$ cat src/rtl/fifo_read_packer.sv
// +---------------------------------------------------------------------------+
// | fifo_read_packer: drains a synchronous FIFO and packs PACK entries into a |
// | wide valid/ready word; partial words leave on flush or idle timeout.      |
// | Revision: 1.0                                                             |
// +---------------------------------------------------------------------------+
`default_nettype none

module fifo_read_packer #(
  parameter int DATA_WIDTH = 8,
  parameter int PACK       = 4,
  parameter int TIMEOUT    = 16
) (
  input  logic                       clk,
  input  logic                       rst_n,
  input  logic                       fifo_empty,
  input  logic [DATA_WIDTH-1:0]      fifo_data,
  output logic                       fifo_r_en,
  input  logic                       flush,
  output logic                       out_valid,
  input  logic                       out_ready,
  output logic [PACK*DATA_WIDTH-1:0] out_data,
  output logic [PACK-1:0]            out_keep
);

  localparam int LW = $clog2(PACK) + 1;
  localparam int IW = (TIMEOUT > 0) ? $clog2(TIMEOUT + 1) : 1;

  typedef enum logic [0:0] {
    FILL = 1'b0,
    HOLD = 1'b1
  } state_t;

  state_t          r_state;
  logic            r_run;
  logic            r_rd_pend;
  logic [LW-1:0]   r_lane_cnt;
  logic [IW-1:0]   r_idle_cnt;

  logic [LW:0]     w_inflight;
  logic            w_has_lanes;
  logic            w_timeout;
  logic            w_close;
  logic            w_last_lane;
  logic            w_idle_sat;
  logic [PACK-1:0] w_part_keep;

  assign w_inflight  = {1'b0, r_lane_cnt} + {{LW{1'b0}}, r_rd_pend};
  assign w_has_lanes = (r_lane_cnt != '0);
  assign w_last_lane = r_rd_pend && (r_lane_cnt == LW'(PACK - 1));
  assign w_idle_sat  = (r_idle_cnt == '1);

  assign fifo_r_en = r_run && (r_state == FILL) && !fifo_empty && !flush &&
                     (w_inflight < (LW + 1)'(PACK));

  // Timeout only fires while the FIFO is still empty, so it can never race
  // a read issued in the same cycle; fresh data simply keeps filling lanes.
  generate
    if (TIMEOUT > 0) begin : g_timeout
      assign w_timeout = (r_idle_cnt == IW'(TIMEOUT)) && fifo_empty;
    end else begin : g_no_timeout
      assign w_timeout = 1'b0;
    end
  endgenerate

  assign w_close = (r_state == FILL) && w_has_lanes && !r_rd_pend &&
                   (flush || w_timeout);

  always_comb begin
    w_part_keep = '0;
    for (int i = 0; i < PACK; i++) begin
      w_part_keep[i] = (r_lane_cnt > LW'(i));
    end
  end

  always_ff @(posedge clk or negedge rst_n) begin
    if (!rst_n) begin
      r_state    <= FILL;
      r_run      <= 1'b0;
      r_rd_pend  <= 1'b0;
      r_lane_cnt <= '0;
      r_idle_cnt <= '0;
      out_valid  <= 1'b0;
      out_data   <= '0;
      out_keep   <= '0;
    end else begin
      r_run     <= 1'b1;
      r_rd_pend <= fifo_r_en;
      case (r_state)
        FILL: begin
          if (r_rd_pend) begin
            for (int i = 0; i < PACK; i++) begin
              if (r_lane_cnt == LW'(i)) begin
                out_data[i*DATA_WIDTH +: DATA_WIDTH] <= fifo_data;
              end
            end
            r_lane_cnt <= r_lane_cnt + LW'(1);
            r_idle_cnt <= '0;
            if (w_last_lane) begin
              r_state   <= HOLD;
              out_valid <= 1'b1;
              out_keep  <= '1;
            end
          end else if (w_close) begin
            r_state   <= HOLD;
            out_valid <= 1'b1;
            out_keep  <= w_part_keep;
          end else if (!w_has_lanes) begin
            r_idle_cnt <= '0;
          end else if (fifo_empty && !w_idle_sat) begin
            r_idle_cnt <= r_idle_cnt + IW'(1);
          end
        end
        HOLD: begin
          if (out_ready) begin
            r_state    <= FILL;
            out_valid  <= 1'b0;
            out_data   <= '0;
            out_keep   <= '0;
            r_lane_cnt <= '0;
            r_idle_cnt <= '0;
          end
        end
        default: r_state <= FILL;
      endcase
    end
  end

endmodule

`default_nettype wire

$ cat config.mk
export PLATFORM = sky130hd
export DESIGN_NAME = fifo_read_packer
export DESIGN_NICKNAME = d
export VERILOG_FILES = /design/src/rtl/fifo_read_packer.sv
export SDC_FILE = /design/constraint.sdc
export NUM_CORES = 1
export LEC_CHECK = 0
export ABC_AREA = 0
export BUFFER_PORTS_ARGS = -buffer_cell sky130_fd_sc_hd__buf_2
export CAP_MARGIN = 20
export CELL_PAD_IN_SITES_DETAIL_PLACEMENT = 0
export CELL_PAD_IN_SITES_GLOBAL_PLACEMENT = 1
export CORE_AREA = 2 2 83 85
export CTS_CLUSTER_DIAMETER = 40
export CTS_CLUSTER_SIZE = 16
export DETAILED_ROUTE_END_ITERATION = 10
export DIE_AREA = 0 0 85 87
export HOLD_SLACK_MARGIN = 0.08
export PLACE_DENSITY_LB_ADDON = 0.1
export RECOVER_POWER = 100
export SYNTH_ARGS = -nofsm -noshare
export SYNTH_HDL_FRONTEND = slang
export SYNTH_SLANG_ARGS = --single-unit
$ cat constraint.sdc
create_clock -name clk -period 5.39 [get_ports clk]
set_input_delay 0.8085 -clock clk [delete_from_list [all_inputs] [get_ports clk]]
set_output_delay 0.8085 -clock clk [all_outputs]
set_load 0.05 [all_outputs]
**Yosys cells after proc, flatten, opt, wreduce, memory -nomap -nowiden**

Index checks and enable logic that the tools add are counted.

- Bits of input ports: 13
- Output and inout bits: 38
- Logic and storage cells: 90
- Flip-flop bits (word level): 48

- Bitwise operators: 1
- Order comparisons: 5
- Multiplexer cells: 31
- Reductions and logical operators: 24
- Equality and inequality tests: 15
- $add $sub $neg: 3

Operators with widths:

| cell | number |
|---|---|
| $mux 32 | 2 |
| $pmux 32 s2 | 1 |
| $mux 8 | 4 |
| $mux 5 | 5 |
| $reduce_and 3->1 | 6 |
| $mux 4 | 4 |
| $eq 5x5->1 const B | 2 |
| $logic_and 1x1->1 | 10 |
| $pmux 5 s2 | 1 |
| $ne 3x3->1 const B | 3 |
| $mux 1 | 8 |
| $pmux 4 s2 | 1 |
| $eq 3x2->1 const B | 2 |
| $gt 3x1->1 const B | 2 |
| $gt 3x2->1 const B | 2 |
| $mux 3 | 2 |
| $ne 2x1->1 const B | 3 |
| $ne 2x2->1 const B | 3 |
| $pmux 3 s2 | 1 |
| $add 5x1->5 const B | 1 |
| $add 3x1->4 | 1 |
| $logic_not 1->1 | 4 |
| $lt 4x3->1 const B | 1 |
| $ne 4x3->1 const B | 1 |
| other kinds (8) | 9 |

**Depth between registers and ports, before layout**

- Word-level depth: 8
- Depth in mapped cells: 7
- Depth with buffers taken out: 7

**Worst setup path after synthesis**

OpenSTA, ideal clock, no wires.

- Kind: input port to output port
- From: in flush
- To: out fifo_r_en
- Required time: 4.582 ns
- Path buffers: 0
- Data arrival time: 1.930 ns
- Slack: 2.651 ns
- Stages on the path: 3
- Path through: nor4_1 -> nand2_1 -> a31oi_1

- Word-level cells in the longest chain between the ends: 3

Ends and longest elaborated chain:

| item | line | RTL |
|---|---|---|
| start, declared | 18 | `input logic flush,` |
| $logic_not 1->1 | 52 | `assign fifo_r_en = r_run && (r_state == FILL) && !fifo_empty && !flush &&` |
| $logic_and 1x1->1 (2 in series) | 52 |  |
| end, declared | 17 | `output logic fifo_r_en,` |

Every way passes these cells.

**Worst setup path in the final report**

- From: reg r_state
- To: reg out_data[22]

- Word-level cells in the longest chain between the ends: 3
- Elaborated cells on any way between the ends: 6
- Those cells by class: eq/ne (3); mux (1); bitwise (1); reduce/logical (1)

Ends and longest elaborated chain:

| item | line | RTL |
|---|---|---|
| start, declared | 33 | `state_t r_state;` |
| start signal, assigned | 77 | `r_state <= FILL;` |
| start signal, assigned | 99 | `r_state <= HOLD;` |
| start signal, assigned | 104 | `r_state <= HOLD;` |
| $not 1->1 | -- |  |
| $ne 2x1->1 (no source line) or $ne 2x2->1 (tied branches) | -- |  |
| $reduce_and 3->1 (no source line) | -- |  |
| end signal, assigned by index | 93 | `out_data[i*DATA_WIDTH +: DATA_WIDTH] <= fifo_data;` |
| end, declared | 21 | `output logic [PACK*DATA_WIDTH-1:0] out_data,` |

Parallel ways exist; a longest one is shown, timed or not.
A chain may end at the register's enable or synchronous reset.

==> impl_summary.log <==
INFO  metric viasPerCell = 4.82
INFO  metric max_cap_viol_count = 1
INFO  metric wirelength = 5040 µm
INFO  metric cp_cell_sequence = nand2_1, a21boi_0, mux2_2
INFO  metric cp-start-kind = flop
INFO  metric pwr-share-comb = 0.460
INFO  metric floorplan.die_area = 0.00740 mm²
INFO  metric timing.critical_path.max_delay_family = compound AO/OA/AOI/OAI gates
INFO  metric synthArstFlopShare = 1.00
INFO  metric violations = max-capacitance violations, max-slew violations
INFO  metric p_clk_frac = 0.174
INFO  metric ys_warn_count = 0
INFO  metric cellInternalPower = between 0.7 and 0.8 mW
INFO  metric cts_made_buffers = 5
INFO  metric hold_violations = 0
INFO  metric floorplan.initialDensity = 0.337
INFO  metric yosys_register_bits = 48
INFO  metric grt_antenna_before_repair = 0
INFO  metric clk_latency = 0.31 ns
INFO  metric status = finished with violations
INFO  metric layout_worst_path_cycle_share = 0.549
INFO  metric power.static_leakage = about 1.2 nW
INFO  metric synth_top_cell_by_area = sky130_fd_sc_hd__dfrtp_1
INFO  metric worst_setup_path_end_kind = flop
INFO  metric vdd_ir_drop_max = ~0.3 mV
INFO  metric synth_top_cells_by_area = sky130_fd_sc_hd__dfrtp_1 (54%), sky130_fd_sc_hd__mux2_2 (8.1%), sky130_fd_sc_hd__nand2_1 (7.1%)
INFO  metric areaGrowthSynthToFinish = 15.8%
INFO  metric hold_path.class = reg -> reg
INFO  metric cp.arrival = about 3.2 ns
INFO  metric grt_use_total = 0.147
INFO  metric worstMarginPinSlew = around 2.7 ns
INFO  metric reg2reg_setup_slack = 2.43 ns
INFO  metric setup_viol = 0
INFO  metric post_synth_instance_area = approximately 0.0022 mm²
INFO  metric sequentialPowerShare = 0.366
INFO  metric cts.hold.buffers_added = 0
INFO  metric power.switching_fraction = 0.489
INFO  metric layout.filler_cells = between 600 and 700
INFO  metric synth_cell_type_count = 36
INFO  metric total_half_perimeter_wirelength_after_legalization_and_detailed_placement = ~3600 µm
INFO  metric clock_tree_from_tritoncts = done
INFO  metric timing.fmax = around 340 MHz
INFO  metric total_switching_power = 0.763 mW
INFO  metric yosysSeqAreaShare = 0.543
INFO  metric cts.reportedPaths.clkPinSlew = around 0.09 ns
INFO  metric largest_net_degree_at_the_start_of_global_routing = 49
INFO  metric average_size_of_a_mapped_cell = roughly 11 µm²
INFO  metric grt_overflow_total = 0
INFO  metric fin_tns_setup = 0 ns
INFO  metric rows = 30
INFO  metric synth-main-ff-cell = sky130_fd_sc_hd__dfrtp_1
INFO  metric grt_first_pass_wirelength = around 8400 µm
INFO  metric fin_worst_skew = between 0.005 and 0.006 ns
INFO  metric synthTopCellsByCount = sky130_fd_sc_hd__dfrtp_1 (48), sky130_fd_sc_hd__nand2_1 (42), sky130_fd_sc_hd__mux2_2 (16)
INFO  metric port-buffer-count = 50
INFO  metric detail_route.drc_violations = 0
INFO  metric cellPowerDensity = 609 mW/mm²
INFO  metric critPathMaxFanout = 23
INFO  metric period_needed = 2.96 ns
INFO  metric synth-edff-count = 0
INFO  metric slowest_stage = sky130_fd_sc_hd__a21boi_0
INFO  metric synthCells = around 200
INFO  metric die_width = around 85 µm
INFO  metric required = ~5.6 ns
INFO  metric ios = slightly above 50
INFO  metric design_power_total = roughly 1.6 mW
INFO  metric maxSlewViolCount = between 40 and 50
INFO  metric clkSinkCount = 48
INFO  metric crit_path_max_incr_delay = approximately 1.1 ns
INFO  metric core_area = 0.00657 mm²
INFO  metric cts.path.max_buffers = 2
INFO  metric first_global_vias = between 1.5k and 2k
INFO  metric route.vias.total = 1614
INFO  metric slew_headroom = -0.786
INFO  metric area_share_of_the_leading_cell_type_in_the_synthesized_netlist = 0.543
INFO  metric synthMostInstantiatedCell = sky130_fd_sc_hd__dfrtp_1
INFO  metric fin_nets = approximately 280
INFO  metric drive_above_1_share = 0.153
INFO  metric postCtsSetupRepairBufs = 0
INFO  metric cts_root_buf = sky130_fd_sc_hd__clkbuf_8
INFO  metric dieHeight = 87 µm
INFO  metric unrepaired_setup_endpoints_after_global_routing = no
INFO  metric htree_num_levels = 2
INFO  metric crit_type = reg -> reg
INFO  metric initialDrtViolationCount = 76
INFO  metric mappedNetlistNets = 225
INFO  metric ant_nets = 0
INFO  metric timing.hold.ws = approximately 0.5 ns
INFO  metric placed_area = about 0.0025 mm²
INFO  metric postLayoutCellArea = ~0.0026 mm²
INFO  metric gp_congestion = between 0.7 and 0.8
INFO  metric critical_path_buf_inv_count = 0
INFO  metric insertedDiodeCount = 0
INFO  metric cts_repair_resize_count = 0
INFO  metric routed_wirelength_normalized_by_instance_count = about 15 µm
INFO  metric detail_route.first_pass.iterations = 4
## final cells by class
class | count | area, µm² | share of cell area
sequential | 48 | 1200 | 0.469
multi-input combinational | 142 | 916 | 0.358
timing repair buffer | 51 | 206 | 0.0806
tap | 80 | 100 | 0.0391
clock buffer | 5 | 68.8 | 0.0269
clock inverter | 3 | 46.3 | 0.0181
inverter | 6 | 22.5 | 0.00879
## per-stage QoR
stage                util  setup WS (ns)  std cells
finish              0.390           2.43        335
global route        0.390           1.88        335
CTS                 0.402           2.65        335
detailed placement  0.384           2.76        327
global placement    0.384           2.77        327
floorplan               -           2.65        204
## power groups by stage
stage	Sequential (mW)	Combinational (mW)	Clock, mW
finish	0.570	0.717	0.272
global route	0.590	0.771	0.304
CTS	0.570	0.766	0.284
detailed placement	0.578	0.764	0
global placement	0.578	0.761	0
floorplan	0.883	0.277	0
## routing by layer
metal | wire length (µm) | vias up | part of all wire | track usage
met1 | 2460 | 781 | 0.49 | 0.209
met5 | 0 | - | 0 | 0
li1 | - | 793 | - | -
met4 | 61 | 0 | 0.012 | 0.0390
met3 | 232 | 6 | 0.046 | 0.0408
met2 | 2290 | 34 | 0.45 | 0.220
## cell families (layout without fill, tap and decap cells)
group,after synthesis,in the layout,share of synthesized area
AOI/OAI and AO/OA,30,30,0.0916
adders and majority gates,8,8,0.0453
buffers and inverters,14,65,0.0317
DFF,48,48,0.543
muxes,19,19,0.0950
other,1,1,0.00170
and+or+nand+nor,84,84,0.192
## worst paths after layout
check,startpoint,endpoint,cells after the start
setup / recovery,r_state,out_data[22],3
max in group asynchronous,rst_n,out_data[4],2
hold reg to reg,out_valid,out_valid,1
min in group asynchronous,rst_n,out_data[22],2
setup reg to reg,r_state,out_data[22],3
hold / removal,out_valid,out_valid,1
## registers in the layout (all words and copies together), names as in the netlist
| register | cells |
|---|---|
| r_state | 1 |
| r_run | 1 |
| out_data | 32 |
| r_lane_cnt | 3 |
| out_valid | 1 |
| r_rd_pend | 1 |
| out_keep | 4 |
| r_idle_cnt | 5 |
## cell usage in the layout (no fill, tap or decap), types with 6 or more instances in the layout
cell,count
sky130_fd_sc_hd__nor2_1,8
sky130_fd_sc_hd__dfrtp_1,48
sky130_fd_sc_hd__nand3_1,10
sky130_fd_sc_hd__ha_1,8
sky130_fd_sc_hd__o21ai_0,12
sky130_fd_sc_hd__clkbuf_1,39
sky130_fd_sc_hd__nand2_1,42
sky130_fd_sc_hd__inv_1,6
sky130_fd_sc_hd__mux2_2,16
sky130_fd_sc_hd__nor2b_1,9
sky130_fd_sc_hd__buf_2,12
(Power assumes the default switching activity.)
